[config.mk]
export PLATFORM = sky130hd
export DESIGN_NAME = data_pipe_m2s_rr_arbiter_flat
export DESIGN_NICKNAME = d
export VERILOG_FILES = /design/src/rtl/data_pipe_m2s_rr_arbiter_if.sv /design/src/rtl/data_pipe_m2s_rr_arbiter.sv /design/src/flat_wrapper.sv
export SDC_FILE = /design/constraint.sdc
export NUM_CORES = 1
export LEC_CHECK = 0
export CAP_MARGIN = 0
export CORE_MARGIN = 3
export CORE_UTILIZATION = 48
export CTS_BUF_LIST = sky130_fd_sc_hd__clkbuf_8
export CTS_CLUSTER_SIZE = 40
export DETAILED_ROUTE_END_ITERATION = 6
export PLACE_DENSITY = 0.73
export SLEW_MARGIN = 20
export SYNTH_ARGS = -nofsm -noshare
export SYNTH_HDL_FRONTEND = slang
export SYNTH_SLANG_ARGS = --single-unit
[constraint.sdc]
create_clock -name clock -period 4.3 [get_ports clock]
set_input_delay 0.86 -clock clock [delete_from_list [all_inputs] [get_ports clock]]
set_output_delay 0.86 -clock clock [all_outputs]
set_load 0.03 [all_outputs]
[src/rtl/data_pipe_m2s_rr_arbiter_if.sv]
// Selection bus between the round-robin arbiter (master) and the data-pipe interconnect (slave).
// Handshake: sw is qualified by vld_sw. The interconnect raises ready on path sw only while
// vld_sw=1. It reports each accepted transfer (valid&ready) as one beat, and marks the final
// beat of a packet with last.
interface data_pipe_m2s_rr_arbiter_if #(
  parameter int NUM   = 8,
  parameter int NSIZE = (NUM <= 2) ? 1 : (NUM <= 4) ? 2 : (NUM <= 8) ? 3 : (NUM <= 16) ? 4 : 5
);
  logic [NUM-1:0]   req;
  logic             beat;
  logic             last;
  logic [NSIZE-1:0] curr_path;
  logic             down_idle;
  logic [NSIZE-1:0] sw;
  logic             vld_sw;
  logic [NUM-1:0]   prio;

  modport master (
    input  req, beat, last, curr_path, down_idle,
    output sw, vld_sw, prio
  );

  modport slave (
    output req, beat, last, curr_path, down_idle,
    input  sw, vld_sw, prio
  );
endinterface

[src/rtl/data_pipe_m2s_rr_arbiter.sv]
// Round-robin arbiter granting one of NUM slave paths to the data pipe, per packet, with a
// beat limit and an abandon timeout. state_dbg and rr_ptr_dbg expose internal state.
module data_pipe_m2s_rr_arbiter #(
  parameter int NUM       = 8,
  parameter int NSIZE     = (NUM <= 2) ? 1 : (NUM <= 4) ? 2 : (NUM <= 8) ? 3 : (NUM <= 16) ? 4 : 5,
  parameter int MAX_BEATS = 256
) (
  input  logic                      clock,
  input  logic                      rst_n,
  input  logic                      clk_en,
  data_pipe_m2s_rr_arbiter_if.master bus,
  output logic                      busy,
  output logic [15:0]               beat_cnt,
  output logic [1:0]                state_dbg,
  output logic [NSIZE-1:0]          rr_ptr_dbg
);

  typedef enum logic [1:0] {
    IDLE   = 2'd0,
    SWITCH = 2'd1,
    GRANT  = 2'd2,
    DRAIN  = 2'd3
  } state_t;

  state_t           state_q, state_d;
  logic [NSIZE-1:0] sw_q, sw_d;
  logic [NSIZE-1:0] rr_ptr_q, rr_ptr_d;
  logic [NSIZE-1:0] winner;
  logic [NSIZE-1:0] next_ptr;
  logic             win_found;
  logic [15:0]      beat_cnt_q, beat_cnt_d;
  logic [3:0]       tmo_q, tmo_d;
  logic             vld_q;
  logic [NUM-1:0]   prio_q, prio_d;
  logic             limit_hit;
  logic             req_sw;
  int               idx;

  // Scan upward from rr_ptr with wrap; the first requester found wins.
  always_comb begin
    winner    = '0;
    win_found = 1'b0;
    idx       = 0;
    for (int i = 0; i < NUM; i++) begin
      idx = int'(rr_ptr_q) + i;
      if (idx >= NUM) idx = idx - NUM;
      if (!win_found && bus.req[NSIZE'(idx)]) begin
        win_found = 1'b1;
        winner    = NSIZE'(idx);
      end
    end
  end

  assign limit_hit = (MAX_BEATS != 0) && (({1'b0, beat_cnt_q} + 17'd1) == 17'(MAX_BEATS));
  assign req_sw    = bus.req[sw_q];
  assign next_ptr  = (sw_q == NSIZE'(NUM - 1)) ? '0 : sw_q + 1'b1;

  always_comb begin
    state_d    = state_q;
    sw_d       = sw_q;
    rr_ptr_d   = rr_ptr_q;
    beat_cnt_d = beat_cnt_q;
    tmo_d      = tmo_q;
    if (clk_en) begin
      case (state_q)
        IDLE: begin
          if (win_found) begin
            state_d    = SWITCH;
            sw_d       = winner;
            beat_cnt_d = '0;
          end
        end
        SWITCH: begin
          if (bus.curr_path == sw_q) begin
            state_d = GRANT;
            tmo_d   = '0;
          end
        end
        GRANT: begin
          if (bus.beat) begin
            tmo_d = '0;
            if (beat_cnt_q != 16'hFFFF) beat_cnt_d = beat_cnt_q + 16'd1;
            if (bus.last || limit_hit) state_d = DRAIN;
          end else if (!req_sw) begin
            // Sixteenth consecutive idle cycle with the request gone abandons the grant.
            if (tmo_q == 4'd15) state_d = DRAIN;
            else                tmo_d   = tmo_q + 4'd1;
          end else begin
            tmo_d = '0;
          end
          if (state_d == DRAIN) rr_ptr_d = next_ptr;
        end
        DRAIN: begin
          if (bus.down_idle) state_d = IDLE;
        end
        default: state_d = IDLE;
      endcase
    end
  end

  always_comb begin
    prio_d = '0;
    if (state_d == GRANT) prio_d[sw_d] = 1'b1;
  end

  always_ff @(posedge clock or negedge rst_n) begin
    if (!rst_n) begin
      state_q    <= IDLE;
      sw_q       <= '0;
      rr_ptr_q   <= '0;
      beat_cnt_q <= '0;
      tmo_q      <= '0;
      vld_q      <= 1'b0;
      prio_q     <= '0;
    end else begin
      state_q    <= state_d;
      sw_q       <= sw_d;
      rr_ptr_q   <= rr_ptr_d;
      beat_cnt_q <= beat_cnt_d;
      tmo_q      <= tmo_d;
      vld_q      <= (state_d == GRANT);
      prio_q     <= prio_d;
    end
  end

  assign bus.sw     = sw_q;
  assign bus.vld_sw = vld_q;
  assign bus.prio   = prio_q;
  assign busy       = (state_q != IDLE);
  assign beat_cnt   = beat_cnt_q;
  assign state_dbg  = state_q;
  assign rr_ptr_dbg = rr_ptr_q;

endmodule
[src/flat_wrapper.sv]
// flat-port wrapper written by rule: the top's interface ports become plain ports
module data_pipe_m2s_rr_arbiter_flat 
#(
  parameter int NUM       = 8,
  parameter int NSIZE     = (NUM <= 2) ? 1 : (NUM <= 4) ? 2 : (NUM <= 8) ? 3 : (NUM <= 16) ? 4 : 5,
  parameter int MAX_BEATS = 256
)
  (clock, rst_n, clk_en, busy, beat_cnt, state_dbg, rr_ptr_dbg, bus_req, bus_beat, bus_last, bus_curr_path, bus_down_idle, bus_sw, bus_vld_sw, bus_prio);
  data_pipe_m2s_rr_arbiter_if #(.NUM(NUM), .NSIZE(NSIZE)) bus_i ();
  input  logic clock;
  input  logic rst_n;
  input  logic clk_en;
  output logic busy;
  output logic [15:0] beat_cnt;
  output logic [1:0] state_dbg;
  output logic [NSIZE-1:0] rr_ptr_dbg;
  input wire logic [$bits(bus_i.req)-1:0] bus_req;
  input wire logic [$bits(bus_i.beat)-1:0] bus_beat;
  input wire logic [$bits(bus_i.last)-1:0] bus_last;
  input wire logic [$bits(bus_i.curr_path)-1:0] bus_curr_path;
  input wire logic [$bits(bus_i.down_idle)-1:0] bus_down_idle;
  output wire logic [$bits(bus_i.sw)-1:0] bus_sw;
  output wire logic [$bits(bus_i.vld_sw)-1:0] bus_vld_sw;
  output wire logic [$bits(bus_i.prio)-1:0] bus_prio;
  assign bus_i.req = bus_req;
  assign bus_i.beat = bus_beat;
  assign bus_i.last = bus_last;
  assign bus_i.curr_path = bus_curr_path;
  assign bus_i.down_idle = bus_down_idle;
  assign bus_sw = bus_i.sw;
  assign bus_vld_sw = bus_i.vld_sw;
  assign bus_prio = bus_i.prio;
  data_pipe_m2s_rr_arbiter #(.NUM(NUM), .NSIZE(NSIZE), .MAX_BEATS(MAX_BEATS)) u_core (.clock(clock), .rst_n(rst_n), .clk_en(clk_en), .bus(bus_i), .busy(busy), .beat_cnt(beat_cnt), .state_dbg(state_dbg), .rr_ptr_dbg(rr_ptr_dbg));
endmodule
Yosys cells after proc, flatten, opt, wreduce, memory -nomap -nowiden
Index checks and enable logic that the tools add are counted.
Cells by class
  muxes and demuxes: 77
  equal/unequal tests: 15
  reduce and logical (&&, ||, !) cells: 23
  $add $sub $neg: 19
  $lt $le $gt $ge: 19
Operator list (count)
  $mux 3: 20
  $mux 16: 3
  $lt 3x5->1 const B: 8
  $pmux 16 s2: 1
  $ge 4x4->1 const B: 7
  $bmux 1 s3: 9
  $mux 1: 26
  $sub 3x1->3 const B: 8
  $mux 2: 10
  $add 16x1->17 const B: 1
  $eq 17x9->1 const B: 1
  $add 16x1->16 const B: 1
  $add 3x3->4 const B: 4
  $mux 4: 4
  $ne 16x16->1 const B: 1
  $add 3x2->4 const B: 2
  $eq 2x2->1 const B: 4
  $logic_and 1x1->1: 8
  $lt 3x4->1 const B: 2
  $mux 8: 1
  $pmux 2 s4: 1
  $pmux 4 s2: 1
  $logic_not 1->1: 7
  $ne 2x1->1 const B: 3
  other kinds (18): 20
Storage, ports and cells
  word-level logic and storage cells: 160
  flip-flop bits (word level): 37
  output and inout port bits: 34

Depth between registers and ports, before layout
  depth in word-level cells: 35
  depth in mapped cells: 15

Worst setup path after synthesis
Ideal clock, no wire load.
  path type: flip-flop to flip-flop
  start: reg u_core.rr_ptr_q[0] (netlist: u_core.rr_ptr_dbg[0])
  end: reg u_core.prio_q[0] (netlist: u_core.bus.prio[0])
  path slack: 612 ps
  path buffers: 3
  stages on the path, launching flop included: 14
  data arrival time: 3564 ps
  library setup time: 123 ps
  cells stage by stage: dfrtp_1 > buf_4 > buf_2 > inv_1 > ha_1 > buf_6 > mux4_2 > mux2_4 > or2_4 > o41ai_4 > a22o_2 > o221a_4 > o21bai_2 > nor2_1
On the way
  cells in the longest elaborated chain, start to end: 35
  elaborated cells between the ends (all ways): 98
Ends and longest elaborated chain
  start, declared: RTL line data_pipe_m2s_rr_arbiter.sv:27  | logic [NSIZE-1:0] rr_ptr_q, rr_ptr_d;
  start signal, assigned: RTL line data_pipe_m2s_rr_arbiter.sv:118  | rr_ptr_q <= rr_ptr_d;
  branches (longest 27 deep; another with $add 3x1->4)
  $mux 3 (*): RTL line data_pipe_m2s_rr_arbiter.sv:67  | if (win_found) begin
  $mux 3 (*): RTL line data_pipe_m2s_rr_arbiter.sv:65  | case (state_q)
  $mux 3 (*): RTL line data_pipe_m2s_rr_arbiter.sv:64  | if (clk_en) begin
  net u_core.sw_d[0]: RTL line data_pipe_m2s_rr_arbiter.sv:26  | logic [NSIZE-1:0] sw_q, sw_d;
  $lt 3x4->1 (not written as such) / $ge 3x1->1 (equally long branches): RTL line data_pipe_m2s_rr_arbiter.sv:103  | if (state_d == GRANT) prio_d[sw_d] = 1'b1;
  $logic_and 1x1->1 (not written as such): RTL line data_pipe_m2s_rr_arbiter.sv:103
  $mux 1 (not written as such): RTL line data_pipe_m2s_rr_arbiter.sv:103
  $demux 1 s3 (*)
  $mux 8 (*): RTL line data_pipe_m2s_rr_arbiter.sv:103
  net u_core.prio_d[0]: RTL line data_pipe_m2s_rr_arbiter.sv:34  | logic [NUM-1:0] prio_q, prio_d;
  end signal, assigned: RTL line data_pipe_m2s_rr_arbiter.sv:122  | prio_q <= prio_d;
  end, declared: RTL line data_pipe_m2s_rr_arbiter.sv:34
Mark *: on every way through the listed nets, which the timed path passes. The select of a mux whose other input is x is not followed.
A chain may end at the register's enable or synchronous reset.

Worst setup path after layout
  start: reg u_core.rr_ptr_q[1] (netlist: u_core.rr_ptr_dbg[1])
  end: reg u_core.prio_q[6] (netlist: u_core.bus.prio[6])
The elaborated chain is that of the path after synthesis.

==> impl_metrics.toml <==
[place]
pre_cts_ws_ns = 0.5741
hpwl_um = 6149
portBuffers = 50
gp_congestion = 0.9545

[clocking]
cts_hold_buf = 0
cts_setup_buffers = 0
clock-sinks = 37
cts_buffers = 5
clkLatencyLatePin_ns = 0.28
clockBufferDepth = 2
ctsResizeCount = 0
ctsHtreeMaxLevel = 2
cts.clk_slew.worst_paths_ns = 0.07
root_buffer = "clkbuf_8"
tritoncts = "built"

[logic_synthesis]
syn_inst = 354
synth.largest_area_cell = "dfrtp_1"
syn_nets = 377
synth_warnings = 0
ys.flop_type = "dfrtp_1"
async_flop_share_pct = 100.0
synth_edf_count = 0
seq_area_frac_synth_pct = 28.69
synth_cell_types = 68
synth_area_um2 = 3227
synth_area_leaders = "dfrtp_1 29%, mux4_2 10%, o21ai_0 4.5%"
syn_area_per_cell_um2 = 9.115
ys_ff_latch = 37
synth_top_area_share_pct = 28.69

[worst_setup_path]
crit_required_ns = 4.47
end_kind = "register"
arrival_ns = 3.64
reg2reg_depth = 10
worstSetupPathType = "reg2reg"
r2r_slack_ns = 0.83
path_cells = "inv_1 > ha_1 > mux4_1 > mux2_4 > or2_4 > o41ai_4 > a22o_2 > o221a_4 > o21bai_2 > nor2_1"
critPathMaxStageDelay_ns = 0.70
timing.rr.start = "u_core.rr_ptr_dbg[1]"
path_max_fanout = 11
setup.worst_path.start_class = "register"
crit_path_top_delay_cell = "mux4_1"
r2r_end = "u_core.bus.prio[6]"

[sta]
rsz0062_at_grt = "no"
relSlewSlack_pct = 43.64
fin_setup_tns_ns = 0
layout_setup_ws_ns = 0.8289
skew_ns = 0.003045
finalHoldViolCount = 0
worst_slew_pin_slew_ns = 0.8455
fmax_mhz = 288.1
fin_crit_ns = 3.471
drv_slew = 0
period_share_pct = 80.72
finalSetupViolations = 0

[worst_hold_path]
hold_path.class = "reg2reg"
whs_endpoint = "u_core.tmo_q[0]"
min_path_cells = 1
hp-start = "u_core.tmo_q[0]"

[floorplanning]
core_um2 = 6422
die_x_um = 87.99
io_pins = 51
die_y_um = 87.99
die_area_um2 = 7742
std_cell_rows = 29
initial_utilization_pct = 50.24

[power_and_ir_drop]
ir_drop_mv = 0.5774
power.leakage_nw = 1.518
power_density_nw_per_um2 = 642.5

[final_layout]
multiInputGateArea_um2 = 2157
layout_commonest_cell = "clkdlybuf4s50_1"
drive_gt1_share_pct = 12.37
ff_latch_area_um2 = 925.9
final_core_util_pct = 59.85
area_growth_pct = 19.12
insertedDiodeCount = 0
nFillCells = 575
layout_common_cells = "49 x clkdlybuf4s50_1, 37 x nand2_1, 37 x dfrtp_1"
layout.nets = 419

[grt]
grt_antenna_before_repair = 0
overflow = 0
grt_max_degree = 38
grt_usage_pct = 22.17
grt_pass1_wl_um = 13660
grt_pass1_vias = 2782

[status]
status = "completed"

[detailed_routing]
wirelength_um = 8200
postRouteAntennaNets = 0
first_iter_violations = 166
drc = 0
wl_per_cell_um = 17.34
dr_total_vias = 2969
drt_pass1_iterations = 4
avgViaCountPerCell = 6.277

[run]
max_cap_viol_count = 0
-- flip-flops by register name (all words and copies together), names as in the netlist --
signal             count
u_core.bus.vld_sw      1
u_core.tmo_q           4
u_core.rr_ptr_dbg      3
u_core.beat_cnt       16
u_core.bus.sw          3
u_core.state_dbg       2
u_core.bus.prio        8
-- metal layers --
metal	global-route usage, %	share of wire, %
met5	0	0
met4	6.555	1.1
met3	2.822	4.8
met2	37.74	51
met1	29.50	43
-- worst max-delay path by stage --
stage,endpoint,startpoint,slack (ns),cells after the start
finish,u_core.bus.prio[6],u_core.rr_ptr_dbg[1],0.83,10
global placement,u_core.rr_ptr_dbg[2],bus_req[0],0.63,7
CTS,u_core.bus.prio[0],u_core.rr_ptr_dbg[1],0.82,10
detailed placement,u_core.bus.prio[6],bus_req[0],0.57,9
floorplan,u_core.bus.prio[0],u_core.rr_ptr_dbg[0],0.61,13
global route,u_core.bus.prio[1],u_core.rr_ptr_dbg[1],0.55,10
-- cell type report --
cell class / count / area share, %
Tap cell: 77 / 2.507
Timing Repair Buffer: 56 / 14.06
Inverter: 10 / 0.9766
Multi-Input combinational cell: 286 / 56.12
Clock buffer: 6 / 2.148
Sequential cell: 37 / 24.09
Clock inverter: 1 / 0.09766
-- through the flow --
step	cells	power [mW]	instance area [µm²]	hold WS, ns
final	473	2.469	3844	0.5474
after floorplan	354	1.823	3227	0.4923
after global placement	466	2.201	3757	0.5243
after CTS	473	2.464	3844	0.5465
after global routing	473	2.641	3844	0.5877
after detailed placement	466	2.215	3757	0.5310
-- critical path, delay by kind of cell (launching register included) --
kind | cells | cell delay, ns
mux | 2 | 1.02
simple gates | 2 | 0.36
buf+inv | 1 | 0.11
fa+ha+maj | 1 | 0.63
flops | 1 | 0.36
compound gates | 4 | 0.88
-- cell families (layout without fill, tap and decap cells) --
kind of cell             count (synthesis)  count (layout)  synth area share, %
adder cells (fa/ha/maj)                  6               6                2.326
XOR/XNOR                                 8               8                2.404
buffers and inverters                   31              73                4.459
multiplexers                            39              39                18.92
AND/OR/NAND/NOR                        126             126                19.81
AO/OA/AOI/OAI                          107             107                23.38
flip-flops                              37              37                28.69
-- cell usage after synthesis, drive strengths merged (5+ instances only) --
cell type and instances:
inv 10, a21oi 19, nand3 10, buf 11, o31ai 8, o21ai 31
mux4 16, ha 6, dfrtp 37, nand2 37, nand2b 6, and2 5
nor2 27, o41ai 5, mux2 10, nand4 6, a31oi 8, clkbuf 10
nor3 7, mux2i 13
-- where the power goes --
group	total (mW)	internal, mW	switching (mW)
clock	0.240	0.125	0.116
combinational	1.73	0.749	0.976
sequential	0.504	0.406	0.0972
Note: power is estimated with default switching activity, not from simulation.
